**config.mk**
```make
export PLATFORM = sky130hd
export DESIGN_NAME = wakeup_array
export DESIGN_NICKNAME = d
export VERILOG_FILES = /design/src/rtl/wakeup_array.sv
export SDC_FILE = /design/constraint.sdc
export NUM_CORES = 1
export LEC_CHECK = 0
export ABC_AREA = 1
export BUFFER_PORTS_ARGS = -buffer_cell sky130_fd_sc_hd__buf_2
export CORE_MARGIN = 10
export CORE_UTILIZATION = 50
export CTS_CLUSTER_SIZE = 16
export DETAILED_ROUTE_END_ITERATION = 10
export MAX_ROUTING_LAYER = met4
export PLACE_DENSITY_LB_ADDON = 0.12
export SYNTH_ARGS = -nofsm -noshare
export SYNTH_HDL_FRONTEND = slang
export SYNTH_SLANG_ARGS = --single-unit
```
**constraint.sdc**
```tcl
create_clock -name clk -period 4.1 [get_ports clk]
set_input_delay 0.205 -clock clk [delete_from_list [all_inputs] [get_ports clk]]
set_output_delay 0.205 -clock clk [all_outputs]
set_load 0.05 [all_outputs]
```
**src/rtl/wakeup_array.sv**
```systemverilog
// Issue-queue wakeup array: per-entry source readiness tracking with tag broadcast.
// Entries request issue when both sources are ready; a grant frees the entry and broadcasts its dest tag.

module wakeup_entry #(
  parameter int TAG_W = 6
) (
  input  logic             clk,
  input  logic             rst,
  input  logic             flush,
  input  logic             alloc,
  input  logic             free,
  input  logic [TAG_W-1:0] disp_src1_tag,
  input  logic             disp_src1_rdy,
  input  logic [TAG_W-1:0] disp_src2_tag,
  input  logic             disp_src2_rdy,
  input  logic [TAG_W-1:0] disp_dst_tag,
  input  logic             disp_dst_valid,
  input  logic             bcast_valid,
  input  logic [TAG_W-1:0] bcast_tag,
  input  logic             ext_wake_valid,
  input  logic [TAG_W-1:0] ext_wake_tag,
  output logic             valid,
  output logic             request,
  output logic [TAG_W-1:0] dst_tag,
  output logic             dst_valid
);

  typedef struct packed {
    logic             valid;
    logic [TAG_W-1:0] src1_tag;
    logic             src1_rdy;
    logic [TAG_W-1:0] src2_tag;
    logic             src2_rdy;
    logic [TAG_W-1:0] dst_tag;
    logic             dst_valid;
  } entry_t;

  entry_t ent;

  function automatic logic hit(input logic [TAG_W-1:0] t, input logic bv,
                               input logic [TAG_W-1:0] bt, input logic ev,
                               input logic [TAG_W-1:0] et);
    return (bv && bt == t) || (ev && et == t);
  endfunction

  logic wake1, wake2, byp1, byp2;
  assign wake1 = hit(ent.src1_tag, bcast_valid, bcast_tag, ext_wake_valid, ext_wake_tag);
  assign wake2 = hit(ent.src2_tag, bcast_valid, bcast_tag, ext_wake_valid, ext_wake_tag);
  assign byp1  = hit(disp_src1_tag, bcast_valid, bcast_tag, ext_wake_valid, ext_wake_tag);
  assign byp2  = hit(disp_src2_tag, bcast_valid, bcast_tag, ext_wake_valid, ext_wake_tag);

  // alloc only targets invalid entries and free only valid ones, so they never collide
  always_ff @(posedge clk) begin
    if (rst) begin
      ent <= '0;
    end else if (flush) begin
      ent.valid <= 1'b0;
    end else if (alloc) begin
      ent.valid     <= 1'b1;
      ent.src1_tag  <= disp_src1_tag;
      ent.src1_rdy  <= disp_src1_rdy | byp1;
      ent.src2_tag  <= disp_src2_tag;
      ent.src2_rdy  <= disp_src2_rdy | byp2;
      ent.dst_tag   <= disp_dst_tag;
      ent.dst_valid <= disp_dst_valid;
    end else begin
      if (free) ent.valid <= 1'b0;
      if (ent.valid) begin
        ent.src1_rdy <= ent.src1_rdy | wake1;
        ent.src2_rdy <= ent.src2_rdy | wake2;
      end
    end
  end

  assign valid     = ent.valid;
  assign request   = ent.valid & ent.src1_rdy & ent.src2_rdy;
  assign dst_tag   = ent.dst_tag;
  assign dst_valid = ent.dst_valid;

endmodule

module wakeup_array #(
  parameter int NUM_ENTRIES = 8,
  parameter int TAG_W       = 6,
  parameter int IDX_W       = $clog2(NUM_ENTRIES)
) (
  input  logic                   clk,
  input  logic                   rst,
  input  logic                   disp_valid,
  output logic                   disp_ready,
  input  logic [TAG_W-1:0]       disp_src1_tag,
  input  logic [TAG_W-1:0]       disp_src2_tag,
  input  logic                   disp_src1_rdy,
  input  logic                   disp_src2_rdy,
  input  logic [TAG_W-1:0]       disp_dst_tag,
  input  logic                   disp_dst_valid,
  output logic [IDX_W-1:0]       disp_index,
  output logic [NUM_ENTRIES-1:0] request_vector,
  input  logic                   grant_valid,
  input  logic [IDX_W-1:0]       grant_index,
  input  logic                   ext_wake_valid,
  input  logic [TAG_W-1:0]       ext_wake_tag,
  output logic                   bcast_valid,
  output logic [TAG_W-1:0]       bcast_tag,
  input  logic                   flush,
  output logic [IDX_W:0]         occupancy,
  output logic                   grant_err
);

  logic [NUM_ENTRIES-1:0]            valid, alloc_vec, free_vec, dst_valid;
  logic [NUM_ENTRIES-1:0][TAG_W-1:0] dst_tag;
  logic                              disp_fire, grant_ok;

  // free list comes from registered valid bits only, so a same-cycle grant cannot be reused
  always_comb begin
    disp_index = '0;
    for (int i = NUM_ENTRIES - 1; i >= 0; i--)
      if (!valid[i]) disp_index = IDX_W'(i);
  end

  assign disp_ready = ~&valid & ~flush;
  assign disp_fire  = disp_valid & disp_ready;
  assign grant_ok   = grant_valid & request_vector[grant_index];

  for (genvar i = 0; i < NUM_ENTRIES; i++) begin : g_ent
    assign alloc_vec[i] = disp_fire && (disp_index == IDX_W'(i));
    assign free_vec[i]  = grant_ok && (grant_index == IDX_W'(i));

    wakeup_entry #(.TAG_W(TAG_W)) u_ent (
      .clk            (clk),
      .rst            (rst),
      .flush          (flush),
      .alloc          (alloc_vec[i]),
      .free           (free_vec[i]),
      .disp_src1_tag  (disp_src1_tag),
      .disp_src1_rdy  (disp_src1_rdy),
      .disp_src2_tag  (disp_src2_tag),
      .disp_src2_rdy  (disp_src2_rdy),
      .disp_dst_tag   (disp_dst_tag),
      .disp_dst_valid (disp_dst_valid),
      .bcast_valid    (bcast_valid),
      .bcast_tag      (bcast_tag),
      .ext_wake_valid (ext_wake_valid),
      .ext_wake_tag   (ext_wake_tag),
      .valid          (valid[i]),
      .request        (request_vector[i]),
      .dst_tag        (dst_tag[i]),
      .dst_valid      (dst_valid[i])
    );
  end

  always_ff @(posedge clk) begin
    if (rst) begin
      bcast_valid <= 1'b0;
      bcast_tag   <= '0;
      occupancy   <= '0;
      grant_err   <= 1'b0;
    end else begin
      if (grant_valid && !request_vector[grant_index]) grant_err <= 1'b1;
      if (flush) begin
        bcast_valid <= 1'b0;
        occupancy   <= '0;
      end else begin
        bcast_valid <= grant_ok & dst_valid[grant_index];
        if (grant_ok) bcast_tag <= dst_tag[grant_index];
        if (disp_fire && !grant_ok)      occupancy <= occupancy + 1'b1;
        else if (!disp_fire && grant_ok) occupancy <= occupancy - 1'b1;
      end
    end
  end

endmodule

```
==> impl_metrics.py <==
metrics = {
    "clock_tree": {
        "cts_resized": 0,
        "cts_hold_buf": 0,
        "htreeDepth": 4,
        "numCtsBuffers": 17,
        "insertion_delay_ps": 460,
        "clk_pin_slew_ps": 80,
        "post_cts_buffers": 0,
        "cts.path.max_buffers": 2,
        "clock-sinks": 188,
        "root_buffer": "clkbuf_16",
        "cts_tree": "built",
    },
    "setup_path": {
        "path_cells": "inv_1, nor3_1, nand2_1, nand3_1, nand3_1, ha_1, inv_1, ha_1, and3_1, a211oi_1, xor2_1, nand2_1, a21oi_1",
        "start_kind": "flip-flop",
        "critPathTopFamily": "simple AND/OR/NAND/NOR gates",
        "cp-end-kind": "flip-flop",
        "r2r_slack_ps": 1440,
        "ff2ff_path_depth": 13,
        "crit_path_max_fanout": 3,
        "crit_buf_inv": 2,
        "crit_type": "flip-flop to flip-flop",
        "startpoint": "g_ent[1].u_ent.valid",
        "crit_arrival_ps": 3050,
        "cp.depth": 13,
        "worst_path_largest_cell_delay_ps": 390,
        "r2r_end": "occupancy[3]",
        "required_ps": 4490,
        "r2r-start": "g_ent[1].u_ent.valid",
        "slowest_stage": "nor3_1",
    },
    "cells_and_area": {
        "nets": 1621,
        "multiInputGateArea_um2": 5380,
        "regArea_um2": 3760,
        "drive_gt1_share_pct": 8.41,
        "filler_cell_count": 2071,
        "num_antenna_cells": 0,
        "syn_to_final_growth_pct": 8.51,
        "instances_no_fill": 1864,
    },
    "placement": {
        "dp.cells": 1832,
        "gp_congestion": 0.921,
        "dp_slack_ps": 1140,
        "dp_hpwl_um": 23500,
        "port_buffers": 59,
    },
    "global_routing": {
        "grt_usage_pct": 27.6,
        "grt_pass1_vias": 10100,
        "grt_pass1_wl_um": 56800,
        "grt_antenna_before_repair": 0,
        "grt_overflow_total": 0,
        "grt_max_degree": 103,
    },
    "yosys": {
        "synthDistinctLibCells": 38,
        "netlist.area_leader.share_pct": 36.1,
        "ys_seq_area_share_pct": 36.1,
        "yosysWarningCount": 0,
        "syn-num-nets": 1638,
        "synth_seq_cells": 188,
        "yosysTopAreaCell": "dfxtp_1",
        "synth_area_leaders": "dfxtp_1 36%, a21oi_1 11%, nand2_1 9.6%",
        "netlist_area_um2": 10400,
        "netlist_instances": 1598,
        "avgSynthCellArea_um2": 6.52,
    },
    "sta": {
        "hold_viol": 0,
        "finalCritPeriodShare_pct": 64.8,
        "min_period_ps": 2660,
        "rsz0062_at_grt": "no",
        "setup_viol": 0,
        "max-slew-margin-rel_pct": 37.6,
        "clock_skew_ps": 11.4,
        "whs_ps": 23.7,
        "fmax_mhz": 377,
        "maxSlewViolCount": 0,
        "worstMarginPinSlew_ps": 936,
        "finalWorstSetupSlack_ps": 1440,
        "fin_tns_setup_ps": 0,
    },
    "worst_hold_path": {
        "hold_depth": 3,
        "min_path_type": "input port to flip-flop",
        "min_to": "grant_err",
        "hp-start": "grant_valid",
    },
    "floorplan": {
        "pin_count": 60,
        "start_util_pct": 51.2,
        "num_rows": 52,
        "dieArea_um2": 27000,
        "fp.dieH_um": 164,
        "die_w_um": 164,
        "core_area_um2": 20400,
    },
    "job": {
        "timing.max_cap.violations": 0,
    },
    "detailed_routing": {
        "drcViolationCount": 0,
        "vias": 10700,
        "drtPass1Iterations": 7,
        "first_iter_violations": 984,
        "wire_per_inst_um": 19.5,
        "ant_nets": 0,
        "routed_wl_um": 36400,
        "viasPerCell": 5.75,
    },
    "power": {
        "peakVddDrop_uv": 248,
        "powerDensity_nw_per_um2": 359,
        "leakagePower_uw": 0.00446,
    },
    "outcome": {
        "status": "finished clean",
    },
}
-- final cells by class --
cell class,instances,share of cell area (%)
Timing Repair Buffer,77,3.80
Clock inverter,15,1.78
Clock buffer,17,3.76
Inverter,207,6.89
Multi-Input combinational cell,1090,47.5
Tap cell,270,2.99
Sequential cell,188,33.3
-- routing by layer --
layer / GRT usage, % / part of all wire [%]
met3: 6.35 / 9.4
met2: 41.8 / 44
met5: - / 0
met1: 35.0 / 43
met4: 11.0 / 3.7
-- power breakdown --
group	switching, µW	internal [µW]	leakage [µW]
combinational	331	129	0.00264
clock	897	842	0.000303
sequential	15.3	1850	0.00152
-- cell families (layout without fill, tap and decap cells) --
logic type	count (synthesis)	in the layout	share of synthesized area, %
and+or+nand+nor	515	515	20.5
adders and majority gates	4	4	0.552
AOI/OAI and AO/OA	528	528	26.9
xor gates and xnor gates	43	43	3.61
buffers and inverters	320	316	12.3
DFF	188	188	36.1
-- layout by cell type, fill, tap and decap left out, drive strengths merged, types with 2 or more instances in the layout --
cell type,instances
nor3,18
nand4,27
a21oi,223
ha,3
nor2,158
a22oi,3
nand2,270
dfxtp,188
or2,3
a211oi,2
xnor2,27
a31oi,8
inv,208
o21ai,210
clkinv,14
xor2,16
o2111ai,8
buf,77
nand3,36
o211ai,6
o22ai,66
clkbuf,17
-- worst reg2reg max path: stages (launching register included) --
cell and delay [ps]:
dfxtp_1 360, inv_1 60, nor3_1 390, nand2_1 110, nand3_1 140, nand3_1 150
ha_1 250, inv_1 120, ha_1 270, and3_1 170, a211oi_1 230, xor2_1 170
nand2_1 60, a21oi_1 110
-- cells in the mapped netlist, drive strengths merged --
cell     instances
nand2          270
a21oi          223
o21ai          210
inv            200
dfxtp          188
nor2           158
o22ai           66
buf             57
clkbuf          56
nand3           36
nand4           27
xnor2           27
nor3            18
xor2            16
a31oi            8
o2111ai          8
clkinv           7
o211ai           6
a22oi            3
ha               3
or2              3
a211oi           2
and2             1
and3             1
fa               1
nor4             1
o22a             1
o31a             1
-- sequential cells by signal, summed over array words and instances, names as in the netlist --
name                   count
g_ent.u_ent.ent          112
g_ent.u_ent.valid          8
g_ent.u_ent.dst_tag       48
g_ent.u_ent.dst_valid      8
bcast_tag                  6
grant_err                  1
bcast_valid                1
occupancy                  4
-- stage by stage --
step                      total power [µW]  util [%]  instance area (µm²)
final                                 4060      55.6                11300
after global routing                  4190      55.6                11300
after CTS                             4060      55.6                11300
after detailed placement              2350      52.5                10700
after global placement                2350      52.5                10700
after floorplan                       2210         -                10400
-- worst max-delay path by stage --
stage                     slack (ps)      endpoint
final                           1440  occupancy[3]
after global routing            1190  occupancy[3]
after CTS                       1470  occupancy[3]
after detailed placement        1140  occupancy[3]
after global placement          1240  occupancy[3]
after floorplan                 1220  occupancy[3]
No activity file was read; power rests on OpenSTA's default activity.
